### src/rtl/amber128_pkg.sv
`default_nettype none
// ============================================================================
// Module      : amber128_pkg
// Description : Shared Amber128 types and constants. Holds the fetch bundle
//               struct, the sequencer state enum and the two-12 flag lookup
//               used by both the decoder and the slot sequencer.
// Revision    : 1.0 - initial release
// ============================================================================
package amber128_pkg;

    localparam int C_NUM_SLOTS   = 5;
    localparam int C_FLAGS_HI    = 127;
    localparam int C_FLAGS_LO    = 123;
    localparam int C_WORD_ADDR_W = 32;

    typedef struct packed {
        logic                     valid;
        logic [C_WORD_ADDR_W-1:0] word_addr;
        logic [127:0]             bundle;
    } amber128_fetch_s;

    typedef enum logic [0:0] {
        SEQ_EMPTY = 1'b0,
        SEQ_HOLD  = 1'b1
    } seq_state_e;

    // Slot 0 owns the MSB of the flag field, slot 4 the LSB.
    function automatic logic slot_is_two12(input logic [C_NUM_SLOTS-1:0] flags,
                                           input logic [2:0]             idx);
        logic [2:0] bit_pos;
        bit_pos = 3'(C_NUM_SLOTS - 1) - idx;
        return flags[bit_pos];
    endfunction

endpackage
`default_nettype wire

### src/rtl/amber128_slot_sequencer.sv
`default_nettype none
// ============================================================================
// Module      : amber128_slot_sequencer
// Description : Holds one 128-bit bundle from fetch and issues its
//               instructions in program order (slot 0..4, sub 0/1 for two-12
//               slots) to the decoder over a valid/ready handshake. Refills
//               back-to-back on the last issue; flush drops the held bundle.
// Ports       : clk_i, rst_i (async, active-high)
//               fetch_i / fetch_ready_o        - bundle input handshake
//               flush_i                        - discard held bundle
//               fetch_o, slot_idx_o, sub12_o   - presented instruction
//               issue_valid_o / issue_ready_i  - issue handshake
//               last_o                         - final instruction of bundle
//               perf_bundles_o, perf_instrs_o  - counters, live only when
//                                                AMBER128_SEQ_PERF_EN is defined
// Revision    : 1.0 - initial release
// ============================================================================
module amber128_slot_sequencer
    import amber128_pkg::*;
#(
    parameter int NUM_SLOTS  = 5,
    parameter int PERF_CNT_W = 32
) (
    input  logic                  clk_i,
    input  logic                  rst_i,
    input  amber128_fetch_s       fetch_i,
    output logic                  fetch_ready_o,
    input  logic                  flush_i,
    output amber128_fetch_s       fetch_o,
    output logic [2:0]            slot_idx_o,
    output logic                  sub12_o,
    output logic                  issue_valid_o,
    input  logic                  issue_ready_i,
    output logic                  last_o,
    output logic [PERF_CNT_W-1:0] perf_bundles_o,
    output logic [PERF_CNT_W-1:0] perf_instrs_o
);

    // The slot walk and flag indexing are hard-wired to the 5-slot ISA.
    if (NUM_SLOTS != C_NUM_SLOTS) begin : g_num_slots_check
        $error("amber128_slot_sequencer: NUM_SLOTS must be 5");
    end

    seq_state_e      r_state;
    seq_state_e      w_state_nxt;
    amber128_fetch_s r_bundle;
    amber128_fetch_s w_bundle_nxt;
    logic [2:0]      r_slot;
    logic [2:0]      w_slot_nxt;
    logic            r_sub;
    logic            w_sub_nxt;

    logic [C_NUM_SLOTS-1:0] w_flags;
    logic                   w_two12;
    logic                   w_hold;
    logic                   w_fire;
    logic                   w_accept;

    assign w_flags = r_bundle.bundle[C_FLAGS_HI:C_FLAGS_LO];
    assign w_two12 = slot_is_two12(w_flags, r_slot);
    assign w_hold  = (r_state == SEQ_HOLD);

    assign issue_valid_o = w_hold & ~flush_i;
    assign slot_idx_o    = r_slot;
    assign sub12_o       = r_sub;
    assign last_o        = w_hold & (r_slot == 3'(C_NUM_SLOTS - 1)) & (~w_two12 | r_sub);
    assign w_fire        = issue_valid_o & issue_ready_i;

    // Ready also during the last fire so the next bundle lands with no bubble.
    // Held low while in reset so every output reads zero until release.
    assign fetch_ready_o = ~rst_i & ~flush_i & (~w_hold | (w_fire & last_o));
    assign w_accept      = fetch_i.valid & fetch_ready_o;

    always_comb begin
        fetch_o       = r_bundle;
        fetch_o.valid = issue_valid_o;
    end

    always_ff @(posedge clk_i or posedge rst_i) begin
        if (rst_i) begin
            r_state  <= SEQ_EMPTY;
            r_bundle <= '0;
            r_slot   <= '0;
            r_sub    <= 1'b0;
        end else begin
            r_state  <= w_state_nxt;
            r_bundle <= w_bundle_nxt;
            r_slot   <= w_slot_nxt;
            r_sub    <= w_sub_nxt;
        end
    end

    always_comb begin
        w_state_nxt  = r_state;
        w_bundle_nxt = r_bundle;
        w_slot_nxt   = r_slot;
        w_sub_nxt    = r_sub;
        if (flush_i) begin
            w_state_nxt = SEQ_EMPTY;
            w_slot_nxt  = '0;
            w_sub_nxt   = 1'b0;
        end else if (w_accept) begin
            // Covers both the empty case and refill on the last fire.
            w_state_nxt  = SEQ_HOLD;
            w_bundle_nxt = fetch_i;
            w_slot_nxt   = '0;
            w_sub_nxt    = 1'b0;
        end else if (w_fire) begin
            if (last_o) begin
                w_state_nxt = SEQ_EMPTY;
                w_slot_nxt  = '0;
                w_sub_nxt   = 1'b0;
            end else if (w_two12 && !r_sub) begin
                w_sub_nxt = 1'b1;
            end else begin
                w_sub_nxt  = 1'b0;
                w_slot_nxt = r_slot + 3'd1;
            end
        end
    end

`ifdef AMBER128_SEQ_PERF_EN
    logic [PERF_CNT_W-1:0] r_perf_bundles;
    logic [PERF_CNT_W-1:0] r_perf_instrs;

    always_ff @(posedge clk_i or posedge rst_i) begin
        if (rst_i) begin
            r_perf_bundles <= '0;
            r_perf_instrs  <= '0;
        end else begin
            if (w_fire) begin
                r_perf_instrs <= r_perf_instrs + 1'b1;
            end
            if (w_fire && last_o) begin
                r_perf_bundles <= r_perf_bundles + 1'b1;
            end
        end
    end

    assign perf_bundles_o = r_perf_bundles;
    assign perf_instrs_o  = r_perf_instrs;
`else
    assign perf_bundles_o = '0;
    assign perf_instrs_o  = '0;
`endif

endmodule
`default_nettype wire

### config.mk
export PLATFORM = sky130hd
export DESIGN_NAME = amber128_slot_sequencer
export DESIGN_NICKNAME = d
export VERILOG_FILES = /design/src/rtl/amber128_pkg.sv /design/src/rtl/amber128_slot_sequencer.sv
export SDC_FILE = /design/constraint.sdc
export NUM_CORES = 1
export LEC_CHECK = 0
export BUFFER_PORTS_ARGS = -buffer_cell sky130_fd_sc_hd__buf_2
export CAP_MARGIN = 20
export CORE_AREA = 2 2 152 154
export CTS_BUF_LIST = sky130_fd_sc_hd__clkbuf_8
export CTS_CLUSTER_DIAMETER = 80
export CTS_CLUSTER_SIZE = 25
export DETAILED_ROUTE_END_ITERATION = 16
export DIE_AREA = 0 0 154 156
export GPL_TIMING_DRIVEN = 0
export PLACE_DENSITY = 0.62
export SETUP_SLACK_MARGIN = 0.02
export SYNTH_ARGS = -nofsm -noshare
export SYNTH_HDL_FRONTEND = slang
export SYNTH_SLANG_ARGS = --single-unit
export TNS_END_PERCENT = 5
### constraint.sdc
create_clock -name clk_i -period 5.7 [get_ports clk_i]
set_input_delay 0.57 -clock clk_i [delete_from_list [all_inputs] [get_ports clk_i]]
set_output_delay 0.57 -clock clk_i [all_outputs]
set_load 0.02 [all_outputs]
Yosys cells after proc, flatten, opt, wreduce, memory -nomap -nowiden:

Cells that the tools add are included.
Widths: inputs -> output; s select.

* bits of input ports: 165
* bits in registers: 165
* logic and storage cells: 47
* output and inout port bits: 232

* $add $sub $neg: 2
* magnitude comparators: 1
* eq/ne operators: 2
* reduce and logical (&&, ||, !) cells: 7
* mux-type cells: 16
* bitwise gates (word level): 14

Operators by type and width (number)
* $mux 3: 5
* $mux 1: 10
* $and 1x1->1: 8
* $reduce_and 2->1: 3
* $reduce_bool 3->1: 2
* $lt 3x4->1 const B: 1
* $ne 4x4->1 const B: 1
* $not 1->1: 4
* $add 3x1->3 const B: 1
* $bmux 1 s3: 1
* $eq 3x3->1 const B: 1
* $sub 3x3->3 const A: 1
* $or 1x1->1: 2
* $logic_and 1x1->1: 1
* $logic_not 1->1: 1

Logic depth before layout (Yosys ltp):

Gate-level depths: netlist of run 1.

* word-level depth: 12
* mapped depth: 10
* depth with buffers taken out: 8

Worst setup path after synthesis of run 1:

OpenSTA, ideal clock, no wires.

* path kind: flip-flop to output port
* start point: reg r_slot[0], in the netlist slot_idx_o[0]
* end point: out fetch_ready_o
* path buffers: 0
* setup slack: 3.007 ns
* required time: 5.130 ns
* arrival time: 2.123 ns
* cell stages (with the launch flop): 9
* path through: dfrtp_1 -> inv_2 -> ha_1 -> ha_1 -> nand4bb_1 -> o22ai_2 -> nor2_1 -> nand3_1 -> a21boi_0

* cells in the longest elaborated chain, start to end: 9
* elaborated cells between the ends (all ways): 11
* classes of those cells: add/sub (1); eq/ne (1); mux (2); bitwise (7)

RTL lines
* from (decl): line amber128_slot_sequencer.sv:48 `logic [2:0] r_slot;`
* from (signal assigned): line amber128_slot_sequencer.sv:88 `r_slot <= w_slot_nxt;`
* $sub 3x3->3: line amber128_pkg.sv:31 `bit_pos = 3'(C_NUM_SLOTS - 1) - idx;`
* $bmux 1 s3: line amber128_pkg.sv:32 `return flags[bit_pos];`
* $mux 1 (not written as such): line amber128_pkg.sv:32
* $not 1->1: line amber128_slot_sequencer.sv:66 `assign last_o = w_hold & (r_slot == 3'(C_NUM_SLOTS - 1)) & (~w_two12 | r_sub);`
* $or 1x1->1: line amber128_slot_sequencer.sv:66
* $and 1x1->1 (*): line amber128_slot_sequencer.sv:66
* $and 1x1->1 (*): line amber128_slot_sequencer.sv:71 `assign fetch_ready_o = ~rst_i & ~flush_i & (~w_hold | (w_fire & last_o));`
* $or 1x1->1 (*): line amber128_slot_sequencer.sv:71
* $and 1x1->1 (*): line amber128_slot_sequencer.sv:71
* to (decl): line amber128_slot_sequencer.sv:27 `output logic fetch_ready_o,`

Every way passes the cells marked *; elsewhere a longest branch is shown, timed or not. The select of a mux whose other input is x is not followed.

Worst setup path after layout of run 1:

Same ends and word-level chain as after synthesis.

==> results of run 1 <==
[synthesized netlist by cell type (2+ instances only)]
library cell  number
nand2_1            3
mux2_4            78
ha_1               3
nor2b_1            3
nor2_1             3
mux2_2            82
dfrtp_1          165
buf_4             65
buf_8              8
mux2i_1            2
buf_2              8
buf_6              2
inv_1              2
[critical path, stage by stage, from the launching register on]
cell and delay (ps):
dfrtp_1 450, inv_2 90, ha_1 200, ha_1 310, or3_1 370, o22ai_2 150, nor2_1 110, nand3_1 130
a21boi_0 100, buf_2 170
[metal layers]
metal / GRT usage [%] / routed length [um] / vias up
met1: 16.42 / 6945 / 2315
met2: 25.05 / 8908 / 228
li1: - / - / 2240
met3: 5.111 / 1463 / 11
met5: 0 / 0 / -
met4: 4.361 / 199 / 0
[worst max-delay path by stage]
stage                                    from                  endpoint  slack (ps)
finish              slot_idx_o[0]$_DFFE_PP0P_             fetch_ready_o        2610
global route        slot_idx_o[0]$_DFFE_PP0P_             fetch_ready_o        2410
CTS                 slot_idx_o[0]$_DFFE_PP0P_             fetch_ready_o        2570
detailed placement  slot_idx_o[0]$_DFFE_PP0P_   fetch_o[27]$_DFFE_PP0P_        3000
global placement                        rst_i  fetch_o[118]$_DFFE_PP0P_       -1380
floorplan                               rst_i    fetch_o[0]$_DFFE_PP0P_         670
[kinds of logic after synthesis]
| logic type | synth area share [%] |
|---|---|
| flops | 57.65 |
| mux | 29.52 |
| buf+inv | 9.521 |
| simple gates | 1.450 |
| compound gates | 1.275 |
| fa+ha+maj | 0.5242 |
| other cells | 0.05236 |
[registers in the layout (all words and copies together) (netlist names)]
signal and cells:
slot_idx_o 3, r_state 1, sub12_o 1, fetch_o 160
[per-stage QoR]
stage	worst slack, ps	cells	area, um2	util [%]
3_5_place_dp	2996	1124	9452	42.26
5_1_grt	2405	1156	9861	44.09
4_1_cts	2572	1156	9861	44.09
3_3_place_gp	-1376	1123	9417	42.10
2_1_floorplan	668.3	506	7398	-
6_report	2607	1156	9861	44.09
[final cells by class]
| class | instances | area share (%) |
|---|---|---|
| clock buffers | 18 | 2.512 |
| clock inverters | 14 | 1.637 |
| multi-input cells | 255 | 26.24 |
| flip-flops and latches | 165 | 41.87 |
| repair buffers | 333 | 17.13 |
| well taps | 285 | 3.616 |
| inverters | 3 | 0.1903 |
| plain buffers | 83 | 6.801 |
[power groups by stage]
stage          clock, W  sequential [W]  combinational, W
3_3_place_gp          0         0.00158           0.00118
3_5_place_dp          0         0.00159           0.00119
2_1_floorplan         0         0.00191          0.000440
4_1_cts        0.000917         0.00157           0.00120
6_report       0.000882         0.00157           0.00119
5_1_grt        0.000964         0.00160           0.00126
==> flow_summary.yaml, run 1 <==
sta:
  fin_crit_ps: 3093
  worst_slew_pin_slew_ps: 594.2
  clock_skew_ps: 13.04
  maxSlewHeadroom_pct: 60.39
  drv_slew: 0
  finalSetupViolations: 0
  finalCritPeriodShare_pct: 54.27
  hold_viol: 0
  hold_slack_ps: 188.0
  max_clock_freq_mhz: 323.3
  tns_ps: 0
  rsz0062_at_grt: "false"
critical_path:
  critPathKind: "flip-flop to primary output"
  start_kind: "flip-flop"
  cp.required_ps: 5130
  reg2regPathDepth: 10
  r2r_end: "fetch_o[27]$_DFFE_PP0P_"
  rrSetupSlack_ps: 3000
  r2r_start: "slot_idx_o[0]$_DFFE_PP0P_"
  cp.arrival_ps: 2520
  crit_path_end_kind: "primary output"
  critical_path_peak_fanout: 5
floorplan:
  ios: 397
  floorplan.rows: 55
  initial_utilization_pct: 32.02
  die_x_um: 154
  fp.coreArea_um2: 22370
  die_area_um2: 24020
  die_h_um: 156
power_and_ir_drop:
  irDropWorstVdd_v: 0.0001821
  clkPwrFrac_pct: 24.3
  internal_power_w: 0.002379
  leakage_nw: 5.160
  p_total_w: 0.003632
  p_sw_w: 0.001253
  p_seq_share_pct: 43.1
  switching_share_pct: 34.50
  power_density_nw_per_um2: 368.4
  power_frac_comb_pct: 32.6
cells_and_area:
  area_growth_pct: 37.68
  final_cell_mix: "buf_2 (340), dfrtp_1 (165), mux2_2 (82), mux2_4 (78), buf_4 (65)"
  drive_gt1_share_pct: 70.49
  multi_input_area_um2: 2587
  final_common_cell: "buf_2"
  nets: 1026
  n_antenna_cell: 0
  regArea_um2: 4129
  fillCellCount: 2129
clock_network:
  clk_latency_ps: 440
  cts.sinks: 165
  cts_setup_buffers: 0
  clk_path_buf_depth: 2
  numCtsBuffers: 17
  ctsResizeCount: 0
  path_clk_slew_ps: 90
  cts_tree: "done"
  htreeDepth: 4
  ctsHoldBuffers: 0
  cts-root-buf: "clkbuf_8"
synthesis:
  synth_edf_count: 0
  synth_largest_area_cell: "dfrtp_1"
  ys_warn_count: 0
  seq_area_frac_synth_pct: 57.65
  ys_seq_elements: 165
  ys.flop_type: "dfrtp_1"
  synthDistinctLibCells: 32
  syn_area_um2: 7162
  netlist_instances: 443
  synthTopCellsByArea: "dfrtp_1 (58%), mux2_4 (16%), mux2_2 (13%)"
  yosysTopAreaCellShare_pct: 57.65
  avgSynthCellArea_um2: 16.17
  synth-async-reset-ratio_pct: 100.0
global_routing:
  antenna_found_initial: 0
  grt_max_degree: 85
  grt_pass1_wl_mm: 26.97
  grt_pass1_vias: 5030
  grt.total_usage_pct: 14.30
  overflow: 0
place:
  gp_congestion: 0.7439
  hpwl_mm: 13.44
  io_buffers: 332
detailed_routing:
  firstDrtPassIters: 4
  dr.first_iter.drc_count: 164
  via_per_inst: 4.147
  vias: 4794
  post_drt_wl_per_cell_um: 15.15
  drt_wl_total_mm: 17.52
  ant_nets: 0
  drcViolationCount: 0
hold_path:
  hp-class: "input port to asynchronous set/reset pin"
status:
  status: "finished clean"
job:
  maxCapViolCount: 0
(Power assumes the default switching activity.)
==> inputs of run 2 (changes only) <==
Clock period 5.7 ns to 2.9 ns, I/O delays scaled along.
==> flow_summary.yaml, run 2 (same netlist as run 1, synthesis figures left out) <==
global_routing:
  grt_pass1_wl_mm: 26.82
  grt_pass1_vias: 4967
  antenna_found_initial: 0
  grt.total_usage_pct: 14.17
  grt_max_degree: 42
  overflow: 0
clock_network:
  path_clk_slew_ps: 110
  cts.sinks: 165
  clk_latency_ps: 450
  clk_path_buf_depth: 2
  cts_tree: "done"
  cts-root-buf: "clkbuf_8"
  numCtsBuffers: 17
  htreeDepth: 4
critical_path:
  cp.arrival_ps: 2470
  crit_chain: "inv_2, ha_1, ha_4, or3_1, o22ai_2, nor2_1, nand3_1, a21boi_0, buf_2"
  reg2regPathDepth: 11
  slowest_delay_ps: 430
  cp.required_ps: 2610
  start_kind: "flip-flop"
  r2r_start: "slot_idx_o[0]$_DFFE_PP0P_"
  critical_path_peak_fanout: 4
  rrSetupSlack_ps: 180
  critPathKind: "flip-flop to primary output"
  cpMaxStageDelayCell: "dfrtp_2"
  crit_path_end_kind: "primary output"
  r2r_end: "fetch_o[26]$_DFFE_PP0P_"
cells_and_area:
  area_growth_pct: 38.63
  final_util_pct: 44.39
  largest_register_ff_count: 160
  drive_gt1_share_pct: 70.84
  final_common_cell: "buf_2"
  final_cell_mix: "buf_2 (340), dfrtp_1 (164), mux2_2 (82), mux2_4 (78), buf_4 (69)"
  nets: 1034
  n_antenna_cell: 0
  final_cells: 1163
sta:
  maxSlewHeadroom_pct: 61.09
  hold_slack_ps: 62.25
  clock_skew_ps: 20.82
  rsz0062_at_grt: "false"
  hold_viol: 0
  finalCritPeriodShare_pct: 95.33
  finalSetupViolations: 0
  fin_crit_ps: 2764
  max_clock_freq_mhz: 361.7
  worst_slew_pin_slew_ps: 578.3
  tns_ps: 0
  drv_slew: 0
  worst_slack_ps: 135.5
floorplan:
  die_area_um2: 24020
  floorplan.rows: 55
  die_h_um: 156
  ios: 397
  die_x_um: 154
  initial_utilization_pct: 32.02
  fp.coreArea_um2: 22370
detailed_routing:
  ant_nets: 0
  vias: 4800
  drcViolationCount: 0
  post_drt_wl_per_cell_um: 15.15
  via_per_inst: 4.127
  firstDrtPassIters: 4
  dr.first_iter.drc_count: 153
  drt_wl_total_mm: 17.62
power_and_ir_drop:
  switching_share_pct: 35.49
  clkPwrFrac_pct: 22.5
  internal_power_w: 0.004521
  p_seq_share_pct: 43.8
  power_density_nw_per_um2: 705.9
  leakage_nw: 5.181
  power_frac_comb_pct: 33.7
  p_sw_w: 0.002487
  irDropWorstVdd_v: 0.0003760
hold_path:
  min_to: "fetch_o[115]$_DFFE_PP0P_"
  hp-class: "input port to flip-flop"
  hold_start: "fetch_i[115]"
  hold_path_depth: 2
place:
  gp_congestion: 0.7610
  dp_slack_ps: 192.4
  hpwl_mm: 13.41
  dp_cells: 1127
  io_buffers: 332
status:
  status: "finished clean"
job:
  maxCapViolCount: 0
## run 2: cell count changes in the layout (fill, tap and decap cells not counted), moves of 2 or more
cell / delta
buf_12: +4
buf_4: +4
bufinv_16: -2
clkinv_4: +2
inv_6: -2
## run 2: final cells by class
class,count,area [um2]
Buffer,83,670.6
Clock buffer,18,247.7
Clock inverter,13,117.6
Fill cell,2090,12440
Inverter,3,15.01
Multi-Input combinational cell,255,2609
Sequential cell,165,4130
Tap cell,285,356.6
Timing Repair Buffer,341,1782
## run 2: worst max path at each step
stage / slack (ps) / end / from
CTS: 80 / fetch_ready_o / slot_idx_o[0]$_DFFE_PP0P_
global placement: -630 / fetch_o[139]$_DFFE_PP0P_ / rst_i
finish: 140 / fetch_ready_o / slot_idx_o[0]$_DFFE_PP0P_
global route: 4 / fetch_ready_o / slot_idx_o[0]$_DFFE_PP0P_
floorplan: 350 / fetch_o[22]$_DFFE_PP0P_ / slot_idx_o[0]$_DFFE_PP0P_
detailed placement: 190 / fetch_o[5]$_DFFE_PP0P_ / slot_idx_o[0]$_DFFE_PP0P_
## run 2: critical path, delay by kind of cell (launching register included)
family | cells | cell delay [ps]
flops | 1 | 430
fa+ha+maj | 2 | 440
compound gates | 2 | 280
simple gates | 3 | 600
buf+inv | 2 | 280
## run 2: power by group through the flow
stage                     registers (W)  clock network (W)  logic, W
final                           0.00307            0.00158   0.00236
after global routing            0.00314            0.00175   0.00250
after CTS                       0.00307            0.00164   0.00237
after detailed placement        0.00311                  0   0.00236
after global placement          0.00310                  0   0.00233
after floorplan                 0.00376                  0  0.000866
## run 2: layer usage
metal  share of wire (%)  track usage, %
met2                  49           23.40
met3                 9.0           5.556
met5                   0               0
met1                  41           17.02
met4                 1.4           4.628
## run 2: per-stage QoR
stage / cell area (um2) / power, W
after floorplan: 7402 / 0.004625
after global placement: 9420 / 0.005430
after detailed placement: 9500 / 0.005469
after CTS: 9877 / 0.007083
after global routing: 9928 / 0.007387
final: 9928 / 0.007008
## run 2: repair_timing
item                                    CTS  global route
hold endpoints to repair                 11             0
endpoints found under the setup margin    1             2
setup buffers                             0             4
resized for setup                         1             2
hold buffers                              1             0
pin swaps                                 0             1
==> inputs of run 3 (changes only) <==
Settings changed: CORE_AREA 2 2 152 154 to 2 2 154 156, CTS_BUF_LIST sky130_fd_sc_hd__clkbuf_8 to sky130_fd_sc_hd__clkbuf_4 sky130_fd_sc_hd__clkbuf_8 sky130_fd_sc_hd__clkbuf_16, DIE_AREA 0 0 154 156 to 0 0 156 158, PLACE_DENSITY 0.62 to 0.61, SLEW_MARGIN set to 15.
==> flow_summary.yaml, run 3 (same netlist as run 1, synthesis figures left out) <==
critical_path:
  crit_cells: 9
  crit_path_end_kind: "primary output"
  cpMaxStageDelayCell: "dfrtp_2"
  reg2regPathDepth: 10
  startpoint: "slot_idx_o[0]$_DFFE_PP0P_"
  cp.required_ps: 2610
  slowest_delay_ps: 410
  r2r_start: "slot_idx_o[0]$_DFFE_PP0P_"
  rrSetupSlack_ps: 260
  cp.arrival_ps: 2430
  critical_path_peak_fanout: 5
  start_kind: "flip-flop"
  cp_top_family: "simple AND/OR/NAND/NOR gates"
  r2r_end: "fetch_o[24]$_DFFE_PP0P_"
  crit_chain: "inv_2, ha_1, ha_1, or3_1, o22ai_2, nor2_1, nand3_1, a21boi_0, buf_2"
  cpMostUsedCell: "ha_1"
  crit_path_end: "fetch_ready_o"
  cp.buffers_inverters: 2
  critPathKind: "flip-flop to primary output"
power_and_ir_drop:
  leakage_nw: 5.247
  power_density_nw_per_um2: 753.5
  irDropWorstVdd_v: 0.0003203
detailed_routing:
  dr.first_iter.drc_count: 124
  firstDrtPassIters: 4
  post_drt_wl_per_cell_um: 15.15
  ant_nets: 0
  vias: 4812
  via_per_inst: 4.130
  drt_wl_total_mm: 17.65
  drcViolationCount: 0
clock_network:
  cts-root-buf: "clkbuf_16"
  clk_path_buf_depth: 2
  numCtsBuffers: 17
  path_clk_slew_ps: 70
  cts_setup_buffers: 0
  clk_latency_ps: 420
  htreeDepth: 4
  cts_tree: "done"
  cts.sinks: 165
floorplan:
  die_area_um2: 24650
  fp.coreArea_um2: 23050
  initial_utilization_pct: 31.07
  ios: 397
  die_x_um: 156
  die_h_um: 158
  floorplan.rows: 56
global_routing:
  grt.total_usage_pct: 13.90
  grt_pass1_vias: 4972
  antenna_found_initial: 0
  grt_pass1_wl_mm: 26.51
  overflow: 0
  grt_max_degree: 35
sta:
  rsz0062_at_grt: "false"
  drv_slew: 0
  max_clock_freq_mhz: 367.2
  finalCritPeriodShare_pct: 93.92
  clock_skew_ps: 12.53
  worst_slew_pin_slew_ps: 578.1
  hold_viol: 0
  fin_crit_ps: 2724
  tns_ps: 0
  maxSlewHeadroom_pct: 61.10
  finalSetupViolations: 0
cells_and_area:
  area_growth_pct: 41.00
  drive_gt1_share_pct: 70.63
  design_area_um2: 10100
  largest_register_ff_count: 160
  n_antenna_cell: 0
  final_common_cell: "buf_2"
  fillCellCount: 2178
  final_cell_mix: "buf_2 (340), dfrtp_1 (164), mux2_2 (82), mux2_4 (78), buf_4 (65)"
  final_util_pct: 43.81
  nets: 1031
status:
  status: "finished clean"
place:
  gp_congestion: 0.7458
  io_buffers: 332
  hpwl_mm: 13.72
  place_area_um2: 9527
hold_path:
  hp-class: "input port to flip-flop"
  hold_path_depth: 2
job:
  maxCapViolCount: 0
## run 3: changes by cell type in the layout (fill, tap and decap cells not counted), moves of 2 or more
cell	before	now
clkbuf_8	18	0
clkbuf_16	0	17
buf_4	69	65
clkinvlp_4	3	6
clkbuf_4	0	2
clkinv_4	3	1
## run 3: worst reg2reg max path, cell delays in order, from the launching register on
cell and delay (ps):
dfrtp_2 410, inv_2 70, ha_1 210, ha_1 310
nand4bb_1 130, o22ai_2 100, o32ai_1 340, buf_6 220
buf_8 200, buf_6 210, mux2_4 310
## run 3: what timing repair did
item	4_1_cts	5_1_grt
hold buffers	1	0
endpoints found under the hold margin	15	0
setup endpoints to repair	0	1
resized for setup	0	1
## run 3: metal layers
| layer | global-route usage (%) | part of all wire, % | vias to the layer above |
|---|---|---|---|
| met5 | 0 | 0 | - |
| met3 | 4.599 | 8.2 | 18 |
| met2 | 24.74 | 51 | 239 |
| li1 | - | - | 2250 |
| met4 | 5.199 | 1.7 | 0 |
| met1 | 15.50 | 39 | 2305 |
## run 3: area by class of cell
cell class / count / area (um2) / area share (%)
flip-flops and latches: 165 / 4130 / 40.90
clock inverters: 12 / 120.1 / 1.189
clock buffers: 19 / 440.4 / 4.361
repair buffers: 338 / 1772 / 17.54
plain buffers: 83 / 670.6 / 6.641
well taps: 290 / 362.8 / 3.593
inverters: 3 / 15.01 / 0.1487
multi-input cells: 255 / 2587 / 25.62
## run 3: worst min-delay path by stage
stage                            start                         to  slack, ps
2_1_floorplan                  flush_i  slot_idx_o[0]$_DFFE_PP0P_        390
3_3_place_gp   fetch_o[19]$_DFFE_PP0P_    fetch_o[19]$_DFFE_PP0P_        480
3_5_place_dp                     rst_i    fetch_o[35]$_DFFE_PP0P_        330
4_1_cts                   fetch_i[117]   fetch_o[117]$_DFFE_PP0P_         70
5_1_grt                     fetch_i[9]     fetch_o[9]$_DFFE_PP0P_         70
6_report                  fetch_i[123]   fetch_o[123]$_DFFE_PP0P_         90
## run 3: report_power, final
part	internal (W)	leakage (nW)	total, W	switching (W)
combinational	0.00106	3.02	0.00234	0.00128
clock	0.00121	0.260	0.00219	0.000976
sequential	0.00282	1.96	0.00308	0.000268
total	0.00509	5.25	0.00761	0.00252
## run 3: stage by stage
step / setup slack (ps) / std cells / total power, W / hold WS (ps)
6_report: 176.4 / 1165 / 0.007609 / 94.13
5_1_grt: 21.08 / 1165 / 0.008003 / 69.27
4_1_cts: 109.9 / 1165 / 0.007723 / 67.10
3_5_place_dp: 199.5 / 1133 / 0.005475 / 326.9
3_3_place_gp: -670.4 / 1128 / 0.005430 / 484.7
2_1_floorplan: 346.2 / 506 / 0.004625 / 385.5
